File: src/rtl/display_pkg.sv
// Shared types and constants for the hex scan display controller.
// No logic of its own: state encoding, segment table and select helper.
// Imported by the scan top and the segment lookup.
package display_pkg;

    // Scan sequencer states
    typedef enum logic [1:0] {
        OFF   = 2'd0,
        DRIVE = 2'd1,
        GUARD = 2'd2
    } state_t;

    // Segment patterns {a,b,c,d,e,f,g}, active-high; entry 15 first in the concatenation
    localparam logic [15:0][6:0] SEG_HEX = {
        7'h47, 7'h4F, 7'h3D, 7'h4E,   // F E d C
        7'h1F, 7'h77, 7'h7B, 7'h7F,   // b A 9 8
        7'h70, 7'h5F, 7'h5B, 7'h33,   // 7 6 5 4
        7'h79, 7'h6D, 7'h30, 7'h7E    // 3 2 1 0
    };

    localparam logic [6:0] SEG_OFF = 7'h00;

    // Active-low digit select with only bit [idx] low; callers truncate to their digit count
    function automatic logic [7:0] dig_onecold(input logic [2:0] idx);
        return ~(8'b1 << idx);
    endfunction

endpackage

File: src/rtl/display_mux_hex_scan_if.sv
// Bundle between the datapath, the scan controller and the display pins.
// Pure wiring, no latency.
// No backpressure: load is a fire-and-forget strobe, outputs run freely.
interface display_mux_hex_scan_if #(
    parameter int N_DIGITS = 4
) ();
    logic                    enable;
    logic                    load;
    logic [4*N_DIGITS-1:0]   data_in;
    logic [6:0]              seg;
    logic [N_DIGITS-1:0]     dig_n;
    logic                    frame_done;

    // Datapath side: drives value and control, observes display pins
    modport master (
        output enable, load, data_in,
        input  seg, dig_n, frame_done
    );

    // Scan controller side
    modport slave (
        input  enable, load, data_in,
        output seg, dig_n, frame_done
    );
endinterface

File: src/rtl/hex_7seg_lut.sv
// Hex nibble to 7-segment pattern lookup.
// Purely combinational, zero latency.
// No flow control.
module hex_7seg_lut
    import display_pkg::*;
(
    input  logic [3:0] nib,
    output logic [6:0] seg
);

    assign seg = SEG_HEX[nib];

endmodule

File: src/rtl/display_mux_hex_scan.sv
// Time-multiplexed N-digit 7-segment scanner with a double-buffered value and guard gaps.
// Outputs registered one cycle behind the sequencer; a loaded value shows from the next frame start.
// No backpressure: a load always lands in the shadow buffer (last wins). Option: LEADING_ZERO_BLANK_EN.
module display_mux_hex_scan
    import display_pkg::*;
#(
    parameter int N_DIGITS  = 4,
    parameter int DWELL_CYC = 50000,
    parameter int GUARD_CYC = 500
) (
    input  logic clk,
    input  logic rst_n,
    display_mux_hex_scan_if.slave bus
);

    localparam int MAX_CYC = (DWELL_CYC > GUARD_CYC) ? DWELL_CYC : GUARD_CYC;
    localparam int PW      = $clog2(MAX_CYC);
    localparam int IW      = $clog2(N_DIGITS);

    localparam logic [PW-1:0] DWELL_LAST = PW'(DWELL_CYC - 1);
    localparam logic [PW-1:0] GUARD_LAST = PW'(GUARD_CYC - 1);
    localparam logic [IW-1:0] IDX_LAST   = IW'(N_DIGITS - 1);

    state_t                   state, state_nx;
    logic [IW-1:0]            idx, idx_nx;
    logic [PW-1:0]            presc, presc_nx;
    logic                     boundary;

    logic [N_DIGITS-1:0][3:0] shadow;
    logic [N_DIGITS-1:0][3:0] active;
    logic                     pending;

    logic [3:0]               cur_nib;
    logic [6:0]               lut_seg;
    logic                     blank;

    logic [6:0]               seg_q;
    logic [N_DIGITS-1:0]      dig_n_q;
    logic                     frame_done_q;

    // Sequencer state register
    always_ff @(posedge clk or negedge rst_n) begin
        if (!rst_n) begin
            state <= OFF;
            idx   <= '0;
            presc <= '0;
        end else begin
            state <= state_nx;
            idx   <= idx_nx;
            presc <= presc_nx;
        end
    end

    // Next-state: dwell/guard timing per digit, frame boundary after the last guard
    always_comb begin
        state_nx = state;
        idx_nx   = idx;
        presc_nx = presc;
        boundary = 1'b0;
        if (!bus.enable) begin
            // Abandon any partial frame; buffers are left alone
            state_nx = OFF;
            idx_nx   = '0;
            presc_nx = '0;
        end else begin
            case (state)
                OFF: begin
                    state_nx = DRIVE;
                    idx_nx   = '0;
                    presc_nx = '0;
                end
                DRIVE: begin
                    if (presc == DWELL_LAST) begin
                        state_nx = GUARD;
                        presc_nx = '0;
                    end else begin
                        presc_nx = presc + PW'(1);
                    end
                end
                GUARD: begin
                    if (presc == GUARD_LAST) begin
                        state_nx = DRIVE;
                        presc_nx = '0;
                        if (idx == IDX_LAST) begin
                            idx_nx   = '0;
                            boundary = 1'b1;
                        end else begin
                            idx_nx = idx + IW'(1);
                        end
                    end else begin
                        presc_nx = presc + PW'(1);
                    end
                end
                default: begin
                    state_nx = OFF;
                    idx_nx   = '0;
                    presc_nx = '0;
                end
            endcase
        end
    end

    // Double buffer: loads park in shadow, frame boundary publishes; a boundary-coincident load bypasses
    always_ff @(posedge clk or negedge rst_n) begin
        if (!rst_n) begin
            shadow  <= '0;
            active  <= '0;
            pending <= 1'b0;
        end else if (boundary) begin
            if (bus.load) begin
                active <= bus.data_in;
                shadow <= bus.data_in;
            end else if (pending) begin
                active <= shadow;
            end
            pending <= 1'b0;
        end else if (bus.load) begin
            shadow  <= bus.data_in;
            pending <= 1'b1;
        end
    end

    assign cur_nib = active[idx];

    hex_7seg_lut u_lut (
        .nib (cur_nib),
        .seg (lut_seg)
    );

`ifdef LEADING_ZERO_BLANK_EN
    logic [N_DIGITS-1:0] blank_lz;

    // Digit k>0 is blanked when it and every more significant nibble are zero
    always_comb begin
        logic zero_run;
        blank_lz = '0;
        zero_run = 1'b1;
        for (int k = N_DIGITS - 1; k > 0; k--) begin
            zero_run    = zero_run && (active[k] == 4'h0);
            blank_lz[k] = zero_run;
        end
    end

    assign blank = blank_lz[idx];
`else
    assign blank = 1'b0;
`endif

    // Registered pin drivers; dropping enable blanks the display on the same edge
    always_ff @(posedge clk or negedge rst_n) begin
        if (!rst_n) begin
            seg_q        <= SEG_OFF;
            dig_n_q      <= '1;
            frame_done_q <= 1'b0;
        end else begin
            if (bus.enable && (state == DRIVE)) begin
                dig_n_q <= N_DIGITS'(dig_onecold(3'(idx)));
                seg_q   <= blank ? SEG_OFF : lut_seg;
            end else begin
                dig_n_q <= '1;
                seg_q   <= SEG_OFF;
            end
            frame_done_q <= boundary;
        end
    end

    assign bus.seg        = seg_q;
    assign bus.dig_n      = dig_n_q;
    assign bus.frame_done = frame_done_q;

endmodule

File: src/flat_wrapper.sv
// flat-port wrapper written by rule: the top's interface ports become plain ports
module display_mux_hex_scan_flat import display_pkg::*;
#(
    parameter int N_DIGITS  = 4,
    parameter int DWELL_CYC = 50000,
    parameter int GUARD_CYC = 500
)
  (clk, rst_n, bus_enable, bus_load, bus_data_in, bus_seg, bus_dig_n, bus_frame_done);
  display_mux_hex_scan_if #(.N_DIGITS(N_DIGITS)) bus_i ();
  input  logic clk;
  input  logic rst_n;
  input wire logic [$bits(bus_i.enable)-1:0] bus_enable;
  input wire logic [$bits(bus_i.load)-1:0] bus_load;
  input wire logic [$bits(bus_i.data_in)-1:0] bus_data_in;
  output wire logic [$bits(bus_i.seg)-1:0] bus_seg;
  output wire logic [$bits(bus_i.dig_n)-1:0] bus_dig_n;
  output wire logic [$bits(bus_i.frame_done)-1:0] bus_frame_done;
  assign bus_i.enable = bus_enable;
  assign bus_i.load = bus_load;
  assign bus_i.data_in = bus_data_in;
  assign bus_seg = bus_i.seg;
  assign bus_dig_n = bus_i.dig_n;
  assign bus_frame_done = bus_i.frame_done;
  display_mux_hex_scan #(.N_DIGITS(N_DIGITS), .DWELL_CYC(DWELL_CYC), .GUARD_CYC(GUARD_CYC)) u_core (.clk(clk), .rst_n(rst_n), .bus(bus_i));
endmodule
File: config.mk
export PLATFORM = sky130hd
export DESIGN_NAME = display_mux_hex_scan_flat
export DESIGN_NICKNAME = d
export VERILOG_FILES = /design/src/rtl/display_pkg.sv /design/src/rtl/display_mux_hex_scan_if.sv /design/src/rtl/hex_7seg_lut.sv /design/src/rtl/display_mux_hex_scan.sv /design/src/flat_wrapper.sv
export SDC_FILE = /design/constraint.sdc
export NUM_CORES = 1
export LEC_CHECK = 0
export ABC_AREA = 1
export CAP_MARGIN = 20
export CORE_MARGIN = 1
export CORE_UTILIZATION = 30
export CTS_BUF_LIST = sky130_fd_sc_hd__clkbuf_16
export CTS_CLUSTER_SIZE = 8
export DETAILED_ROUTE_END_ITERATION = 10
export PLACE_DENSITY_LB_ADDON = 0.1
export RECOVER_POWER = 100
export SLEW_MARGIN = 20
export SYNTH_ARGS = -nofsm -noshare
export SYNTH_HDL_FRONTEND = slang
export SYNTH_SLANG_ARGS = --single-unit
export TNS_END_PERCENT = 20
File: constraint.sdc
create_clock -name clk -period 5.1 [get_ports clk]
set_clock_uncertainty 0.2 [all_clocks]
set_input_delay 1.275 -clock clk [delete_from_list [all_inputs] [get_ports clk]]
set_output_delay 1.275 -clock clk [all_outputs]
set_load 0.01 [all_outputs]
# --- After elaboration in Yosys (flattened, before gate mapping) ---
# Memory sizes are Yosys's and may differ from the RTL's.
# Cells that the tools add are included.
# Widths: inputs -> output; s select.
totals:
  register_bits: 65
  romBits: 112
  inputBits: 20
  out_inout_bits: 12
  wordCells: 62
  memories: 1
classes:
  n_addsub: 2
  n_lt_le_gt_ge: 2
  n_eq_ne: 8
  shifts: 1
  n_mux: 25
  n_bitwise: 1
  reduce_logical: 7
memory_table:
  columns: ["memory", "depth", "width", "read_ports", "rd_ports_with_merged_regs", "wr", "line_no", "text"]
  rows:
  - ["(name not given)", 16, 7, 1, 0, 0, "hex_7seg_lut.sv:11", "assign seg = SEG_HEX[nib];"]
ops:
  columns: ["cell", "count"]
  rows:
  - ["$mux 16", 5]
  - ["$pmux 16 s2", 1]
  - ["$add 16x1->16 const B", 1]
  - ["$eq 16x16->1 const B", 1]
  - ["$eq 16x9->1 const B", 1]
  - ["$mux 7", 2]
  - ["$mux 2", 6]
  - ["$bmux 4 s2", 1]
  - ["$mux 4", 2]
  - ["$mux 1", 6]
  - ["$ne 3x2->1 const B", 2]
  - ["$pmux 2 s3", 1]
  - ["$reduce_and 2->1", 3]
  - ["$lt 4x5->1 const B", 1]
  - ["$eq 2x2->1 const B", 2]
  - ["$not 4->4", 1]
  - ["$pmux 2 s2", 1]
  - ["$reduce_bool 2->1", 2]
  - ["$shl 1x2->4 const A", 1]
  - ["$lt 2x3->1 const B", 1]
  - ["$add 2x1->2 const B", 1]
  - ["$eq 2x1->1 const B", 1]
  - ["$logic_not 2->1", 1]
  - ["$ne 2x2->1 const B", 1]
  - ["$logic_and 1x1->1", 1]

# --- Longest topological paths before layout ---
depth:
  depth_word: 6
  depth_mapped: 11
  depth_no_buf: 11

# --- Modules after synthesis ---
# A second synthesis with hierarchy kept.
hier_totals:
  hier_cells: 409
  hier_area_um2: 3344.5
modules_own_cells:
  columns: ["module", "instances", "cells_each", "area_per_inst_um2", "seq_area_each_um2"]
  rows:
  - ["display_mux_hex_scan", 1, 357, 3074.2, 1631.6]
  - ["hex_7seg_lut", 1, 52, 270.3, 0.0]

# --- Worst setup path before layout ---
# Ideal clock, no wire load.
synth_timing:
  kind: "input -> register"
  start: "input port bus_load"
  end: "register u_core.active[0] in the netlist's numbering"
  setup_time_ps: 76
  arrival_ps: 2079
  required_ps: 4824
  path_slack_ps: 2745
  path_stages: 6
  path_buffers: 2
  cell_sequence: "buf_2 -> or2_1 -> nand4_2 -> buf_2 -> nand2_1 -> o21ai_1"
synth_between:
  elab_chain_cells: 2
  word_cells_on_any_way: 3
  classes_between: "1 x mux; 2 x reduce/logical"
synth_lines:
  columns: ["item", "line_no", "text"]
  rows:
  - ["from (decl)", "flat_wrapper.sv:13", "input wire logic [$bits(bus_i.load)-1:0] bus_load;"]
  - ["$reduce_bool 2->1 (no source line)", null, null]
  - ["$reduce_and 2->1 (no source line)", null, null]
  - ["to (signal assigned)", "display_mux_hex_scan.sv:111", "active <= bus.data_in;"]
  - ["to (signal assigned)", "display_mux_hex_scan.sv:114", "active <= shadow;"]
  - ["to (decl)", "display_mux_hex_scan.sv:30", "logic [N_DIGITS-1:0][3:0] active;"]
# Several ways; a longest one is shown, not always the timed one.
# A chain may end at the register's enable or synchronous reset.

# --- Final worst setup path ---
layout_timing:
  start: "input port bus_load"
  end: "register u_core.active[2] in the netlist's numbering"
# Same word-level chain as after synthesis.

==> reports/metrics.json <==
{
  "status": "complete, but fails checks",
  "violations": "max-capacitance violations, max-slew violations",
  "synthDominantAreaCellType": "dfrtp_1",
  "ff2ff_setup_slack_ns": 2.41,
  "rsz0062_at_grt": "false",
  "route.antenna.remaining_nets": 0,
  "critical_path_class": "in -> reg",
  "hold_path_startpoint": "u_core.presc[0]$_DFF_PN0_",
  "synth_seq_area_share_pct": 49.3,
  "detail_route.vias_per_cell": 4.27,
  "drcViolationCount": 0,
  "setup_viol": 0,
  "path_clk_slew_ns": 0.05,
  "synthDistinctLibCells": 28,
  "cts.sinks": 65,
  "fin_crit_ns": 3.73,
  "timing_worst_slew_pin_value_ns": 2.27,
  "gp_congestion": 0.793,
  "cts-hold-fix-buffers": 0,
  "setup_total_negative_slack_ns": 0,
  "first_global_vias": 2437,
  "cp_slowest_cell": "dlygate4sd3_1",
  "synth_cells": 404,
  "overflow": 0,
  "maxSlewViolCount": 43,
  "maxClockFrequency_mhz": 268,
  "cts_tree": "built",
  "critPathMaxFanout": 32,
  "final_nets": 473,
  "worst_r2r_path_depth": 5,
  "grt_start_max_net_pins": 43,
  "slowest_delay_ns": 0.97,
  "fp.dieH_um": 107,
  "synth.top_cell.area_share_pct": 46.1,
  "synthesis.area_per_instance_um2": 8.20,
  "row_count": 37,
  "ctsResizeCount": 0,
  "timing_hold_violations_final": 0,
  "clock_insertion_delay_worst_skew_ns": 0.32,
  "timing.critical_path.arrival_ns": 3.74,
  "worst_ep_required_time_ns": 5.11,
  "total_cts_buffers": 9,
  "postRouteWirelength_um": 6680,
  "timing.critical_path.from_type": "input pin",
  "hold_path_class": "reg -> reg",
  "place.port_buffers": 31,
  "min_path_cells": 1,
  "max-clock-path-buffers": 2,
  "slew_headroom_pct": -51.2,
  "crit_path_cell_trace": "dlygate4sd3_1 -> or2_0 -> nand4_1 -> o21ai_0",
  "detailedRoute.firstPassIterationCount": 4,
  "netlist_top_cells_count": "136 x nand2_1, 61 x dfrtp_1, 45 x inv_1, 28 x nor2_1, 27 x nand3_1",
  "ys_async_sr_fraction_pct": 100,
  "dieWidth_um": 107,
  "netlist_top_cells_area": "dfrtp_1 46%, nand2_1 15%, ha_1 5.7%",
  "endpoint_kind": "register",
  "clk_root_buffer_cell": "clkbuf_16",
  "initial_utilization_pct": 31.5,
  "irDropWorstVdd_mv": 0.209,
  "max_cap_viol_count": 1,
  "syn-cell-area_um2": 3310,
  "route.detailed.wl_per_inst_um": 11.5,
  "net_count_after_synthesis": 439,
  "yosysMostFrequentCell": "nand2_1",
  "share_of_post_route_cells_with_drive_strength_above_1_pct": 10.2,
  "dr_total_vias": 2475,
  "grt_antenna_before_repair": 0,
  "grt_util_all_layers_pct": 13.1,
  "power-per-cell-area_nw_per_um2": 360,
  "grt_pass1_wl_um": 11800,
  "r2r-start": "u_core.idx[0]$_DFFE_PN0P_",
  "dp_hpwl_um": 4780,
  "areaGrowthSynthToFinish_pct": 21.6,
  "synth.ff_latch_count": 65,
  "holdPathEnd": "u_core.presc[0]$_DFF_PN0_",
  "final_min_period_over_clock_period_pct": 73.2,
  "die_outline_area_um2": 11500,
  "synth_enable_flop_cells": 0,
  "ios": 32,
  "cts_setup_buffers": 0,
  "hold_slack_ns": 0.262,
  "ys.flop_type": "dfrtp_1",
  "cts.htree.levels": 3,
  "ys_warn_count": 0,
  "critical_path.reg2reg.endpoint": "u_core.active[2]$_DFFE_PN0P_",
  "core_um2": 10500,
  "initialDrtViolationCount": 102,
  "cellLeakagePower_nw": 1.93,
  "n_antenna_cell": 0
}
## how the worst max path moves through the flow
stage,depth (start not counted),end,startpoint,slack (ns)
2_1_floorplan,6,u_core.active[0]$_DFFE_PN0P_,bus_load,2.75
3_3_place_gp,5,u_core.active[12]$_DFFE_PN0P_,bus_load,1.45
3_5_place_dp,5,u_core.active[6]$_DFFE_PN0P_,bus_load,1.36
4_1_cts,5,u_core.active[14]$_DFFE_PN0P_,bus_load,1.71
5_1_grt,4,u_core.active[13]$_DFFE_PN0P_,bus_load,0.83
6_report,4,u_core.active[2]$_DFFE_PN0P_,bus_load,1.37
## layout make-up
| class | instances | area, µm² |
|---|---|---|
| Fill cell | 1081 | 6480 |
| Clock inverter | 7 | 109 |
| Tap cell | 136 | 170 |
| Sequential cell | 65 | 1630 |
| Inverter | 49 | 184 |
| Clock buffer | 9 | 225 |
| Timing Repair Buffer | 32 | 312 |
| Multi-Input combinational cell | 281 | 1400 |
## registers in the layout, summed over array words and instances (netlist names)
signal,cells
u_core.bus.seg,7
u_core.idx,2
u_core.presc,16
u_core.pending,1
u_core.state,2
u_core.bus.dig_n,4
u_core.bus.frame_done,1
u_core.active,16
u_core.shadow,16
## per-stage QoR
| step | util, % | power [mW] | instance area, µm² | instances | worst slack [ns] |
|---|---|---|---|---|---|
| 6_report | 38.3 | 1.45 | 4030 | 579 | 1.37 |
| 5_1_grt | 38.3 | 1.53 | 4030 | 579 | 0.835 |
| 4_1_cts | 38.7 | 1.50 | 4070 | 579 | 1.71 |
| 3_5_place_dp | 35.5 | 0.792 | 3730 | 563 | 1.36 |
| 3_3_place_gp | 35.5 | 0.792 | 3730 | 563 | 1.45 |
| 2_1_floorplan | - | 0.719 | 3310 | 404 | 2.75 |
## layout by cell type, fill, tap and decap left out, types with 4 or more instances in the layout
cell             count
nand4_1              5
o21ai_0             18
inv_1               46
ha_1                15
clkdlybuf4s50_1     16
nand2_1            140
clkbuf_16            9
a21oi_1              6
nand2_2              6
dlygate4sd3_1       14
dfstp_2              4
nor2_1              28
xor2_1               8
nor3_1               5
nor2_2              13
dfrtp_1             61
nand3_1             27
## power breakdown
part | leakage (nW) | total, mW | internal [mW] | switching, mW
combinational | 0.910 | 0.183 | 0.0692 | 0.114
sequential | 0.855 | 0.574 | 0.554 | 0.0202
clock | 0.167 | 0.692 | 0.473 | 0.219
## worst max-delay path: cells and delay by family
kind	cells	cell delay, ns
AND/OR/NAND/NOR	2	1.03
AO/OA/AOI/OAI	1	0.45
buffers and inverters	1	0.97
## cell families after synthesis
| group | share of synthesized area [%] |
|---|---|
| fa+ha+maj | 5.67 |
| compound gates | 3.93 |
| buf+inv | 7.44 |
| simple gates | 31.1 |
| flops | 49.3 |
| xor+xnor | 2.64 |
## layer usage
layer	part of all wire, %	routed length, µm	GRT usage, %	up-vias
met5	0	0	0	-
met4	1.5	102	5.58	0
met3	2.6	171	2.37	9
met2	43	2880	19.3	29
met1	53	3530	18.9	1121
li1	-	-	-	1316
No activity file was read; power rests on OpenSTA's default activity.
==> RTL change 1: new RTL, same settings <==
The option `LEADING_ZERO_BLANK_EN` is turned on by a define.
--- a/src/rtl/display_mux_hex_scan.sv
+++ b/src/rtl/display_mux_hex_scan.sv
@@ -3,2 +3,4 @@
 // No backpressure: a load always lands in the shadow buffer (last wins). Option: LEADING_ZERO_BLANK_EN.
+`define LEADING_ZERO_BLANK_EN
+
 module display_mux_hex_scan
Check against the original RTL: same outputs for any inputs over 10 cycles, from zero or initial values and one cycle with rst_n low; that may be too few to reach the edited logic, so the function may still have changed.
==> RTL change 1 against the original RTL <==
The run still ends with max-capacitance violations, max-slew violations left. Clock power shrank 14%. Sequential cell count stayed put. Critical endpoint is now u_core.active[10]. Wire length increased by 12%. Cell area up 0.93%. Area after synthesis rose by 2.3%. Power fell by 7.0%. Synthesized cell count rose by 6.4%. Setup slack got worse by 0.11 ns.
==> RTL change 1: results (changes against the original RTL) <==
- The routed wire length on met3 was 262 microns (was 171 microns).
- The number of maximum-capacitance violations is 1 (unchanged).
- The violation count after the first detailed-routing iteration is 107 (was 102).
- Ranking of synthesized cells by area: dfrtp_1 45%, nand2_1 19%, nor2_1 5.9% (was dfrtp_1 46%, nand2_1 15%, ha_1 5.7%).
- The sequential share of the synthesized area was 0.482 (was 0.493).
- The xor and xnor area share after synthesis came to 0.0310 (was 0.0264).
- The average cell area after synthesis was 7.88 sq um (was 8.20 sq um).
- The total cell area at the placement stage came to 0.00380 sq mm (was 0.00373 sq mm).
- The biggest fanout along the worst timing path came to 18 (was 32).
- The final hold slack is 0.257 ns (was 0.262 ns).
- The met2 wire length was 3190 microns (was 2880 microns).
- The worst path arrival time is 3.86 ns (was 3.74 ns).
- Violations in the final reports: max-capacitance violations, max-slew violations (unchanged).
- The leakage component of the power is 2.00 nW (was 1.93 nW).
- The number of multi-input combinational cells in the layout came to 326 (was 281).
- The largest vdd supply drop is 0.121 mV (was 0.209 mV).
- Run status: finished with violations (unchanged).
- The met1 layer wirelength in the final routing came to 3950 microns (was 3530 microns).
- The number of non-clock inverters is 28 (was 49).
- The count of pins over their slew limit came to 46 (was 43).
- The net count of the finished layout came to 497 (was 473).
- The pin count of the biggest net entering global routing was 46 (was 43).
- The worst setup slack before clock tree synthesis is 1.73 ns (was 1.36 ns).
- The fraction of final layout cells with drive strength greater than 1 is 0.0600 (was 0.102).
- The reg-to-reg setup timing slack is 1.90 ns (was 2.41 ns).
- The final HPWL from detailed placement is 5310 microns (was 4780 microns).
## RTL change 1: power by group through the flow
| stage | sequential [mW] | clock (mW) | combinational [mW] |
|---|---|---|---|
| 2_1_floorplan | 0.583 | 0 | 0.111 |
| 3_3_place_gp | 0.580 | 0 | 0.192 |
| 3_5_place_dp | 0.581 | 0 | 0.193 |
| 4_1_cts | 0.572 | 0.615 | 0.194 |
| 5_1_grt | 0.576 | 0.643 | 0.209 |
| 6_report | 0.571 | 0.596 | 0.182 |
## RTL change 1: worst max-delay path: stages
cell           delay, ns
dlygate4sd3_1       0.60
nand2_1             0.11
nor2_1              0.87
nand3_1             0.71
nand2_1             0.21
nand2_1             0.07
## RTL change 1: worst max-delay path by stage
stage / start / end / depth (start not counted)
floorplan: bus_load / u_core.active[10] / 6
global placement: bus_enable / u_core.active[8] / 6
detailed placement: bus_enable / u_core.active[1] / 6
CTS: bus_enable / u_core.active[1] / 6
global route: bus_enable / u_core.active[14] / 6
finish: bus_enable / u_core.active[10] / 6
==> RTL change 2: new RTL, same settings <==
Made on the original files. Re-encode `state_t` (3 states) as one-hot, 3 bits wide.
--- a/src/rtl/display_pkg.sv
+++ b/src/rtl/display_pkg.sv
@@ -6,6 +6,6 @@
     // Scan sequencer states
-    typedef enum logic [1:0] {
-        OFF   = 2'd0,
-        DRIVE = 2'd1,
-        GUARD = 2'd2
+    typedef enum logic [2:0] {
+        OFF   = 3'b001,
+        DRIVE = 3'b010,
+        GUARD = 3'b100
     } state_t;
Check against the original RTL: no difference found for any inputs over 10 cycles, from zero or initial values and one cycle with rst_n low; not proved beyond that.
==> RTL change 2 against the original RTL <==
The flow still finishes with violations (max-capacitance violations, max-slew violations). Setup slack lost 0.18 ns. Cell area down 2.0%. Wire length up 4.0%. Area after synthesis down 0.87%. Power is 12% lower. Sequential power shrank 1%. Sequential cell count increased by 1.
==> RTL change 2: results (changes against the original RTL) <==
- The slowest library cell on the worst path is nor2_1 (was dlygate4sd3_1).
- The endpoint of the worst register-to-register path is u_core.active[4] (was u_core.active[2]).
- The biggest fanout along the worst timing path is 18 (was 32).
- The detail-routed via count per cell is 4.43 (was 4.27).
- The internal power component is 0.970 mW (was 1.10 mW).
- Violations in the final reports: max-capacitance violations, max-slew violations (unchanged).
- The count of pins over their slew limit is 47 (was 43).
- The pin count of the biggest net entering global routing is 47 (was 43).
- The fraction of final layout cells with drive strength greater than 1 is 0.0901 (was 0.102).
- The number of non-clock buffers in the layout was 33 (was 32).
- The worst setup slack before clock tree synthesis is 1.59 ns (was 1.36 ns).
- The largest vdd supply drop is 0.164 mV (was 0.209 mV).
- The final HPWL from detailed placement was 4930 microns (was 4780 microns).
- The post-synth net total is 425 (was 439).
- Ranking of synthesized cells by area: dfrtp_1 46%, nand2_1 17%, nor2_1 4.7% (was dfrtp_1 46%, nand2_1 15%, ha_1 5.7%).
- The sequential power share is 0.447 (was 0.396).
- Run status: finished with violations (unchanged).
- The worst path arrival time was 3.92 ns (was 3.74 ns).
- Synth cell count leaders: 150 x nand2_1, 61 x dfrtp_1, 41 x nor2_1, 20 x inv_1, 20 x nand4_1 (was 136 x nand2_1, 61 x dfrtp_1, 45 x inv_1, 28 x nor2_1, 27 x nand3_1).
- The cell depth of the worst flop-to-flop path is 6 (was 5).
- The multi-input logic portion of the cell area is 0.359 (was 0.347).
- The register fraction of the total cell area was 0.420 (was 0.405).
- The number of multi-input combinational cells in the layout was 294 (was 281).
- The number of maximum-capacitance violations is 1 (unchanged).
- The number of synthesis warnings is 0 (unchanged).
- The cell total after placement came to 553 (was 563).
- The number of global-route vias before repair came to 2503 (was 2437).
- The leakage component of the power came to 1.89 nW (was 1.93 nW).
- The beginning of the critical path is bus_enable (was bus_load).
- The net count of the finished layout came to 459 (was 473).
- The power per cell area is 322 mW/mm^2 (was 360 mW/mm^2).
- The post-synthesis cell count was 394 (was 404).
- The hold-critical path endpoint is u_core.presc[0] (unchanged).
- The delay of the slowest cell on the worst path is 0.83 ns (was 0.97 ns).
- The first-pass GRT wire length is 12100 microns (was 11800 microns).
- The final hold slack is 0.257 ns (was 0.262 ns).
- The synthesis-to-layout area growth is 20.2% (was 21.6%).
- The max-slew headroom at the worst pin is -0.675 (was -0.512).
- The number of flip-flops and latches is 66 (was 65).
- The reg-to-reg setup timing slack was 1.93 ns (was 2.41 ns).
- The global-route total usage across every layer is 0.136 (was 0.131).
- The buffer share of cell area is 0.0808 (was 0.0773).
- The total cell area at the placement stage is 0.00370 sq mm (was 0.00373 sq mm).
- The multi-input combinational cell area is 0.00142 sq mm (was 0.00140 sq mm).
- The post-synthesis cell type count is 29 (was 28).
- The clock network area share is 0.0726 (was 0.0829).
- The number of non-clock inverters was 24 (was 49).
- The mean routed wirelength per cell is 12.2 microns (was 11.5 microns).
- The final RePlAce weighted congestion is 0.767 (was 0.793).
==> RTL change 2: changes by cell type after synthesis, moves of 4 or more <==
| cell | change |
|---|---|
| ha_1 | -4 |
| inv_1 | -25 |
| nand4_1 | +16 |
| nand2_1 | +14 |
| nand3_1 | -8 |
| nor2_2 | -7 |
| o21ai_0 | +4 |
| nor2_1 | +13 |
| o21ai_1 | -16 |
==> RTL change 2: cells by family (layout without fill, tap and decap cells) <==
logic type | count (synthesis) | count (layout) | synth area share
AND/OR/NAND/NOR | 253 | 253 | 0.339
flip-flops | 66 | 66 | 0.505
buffers and inverters | 34 | 73 | 0.0514
AO/OA/AOI/OAI | 16 | 16 | 0.0252
XOR/XNOR | 14 | 14 | 0.0373
adder cells (fa/ha/maj) | 11 | 11 | 0.0419
==> RTL change 2: per-layer routing <==
layer / track usage / wire [microns]
met1: 0.189 / 3670
met4: 0.0499 / 93
met3: 0.0298 / 220
met2: 0.207 / 2970
met5: 0 / 0
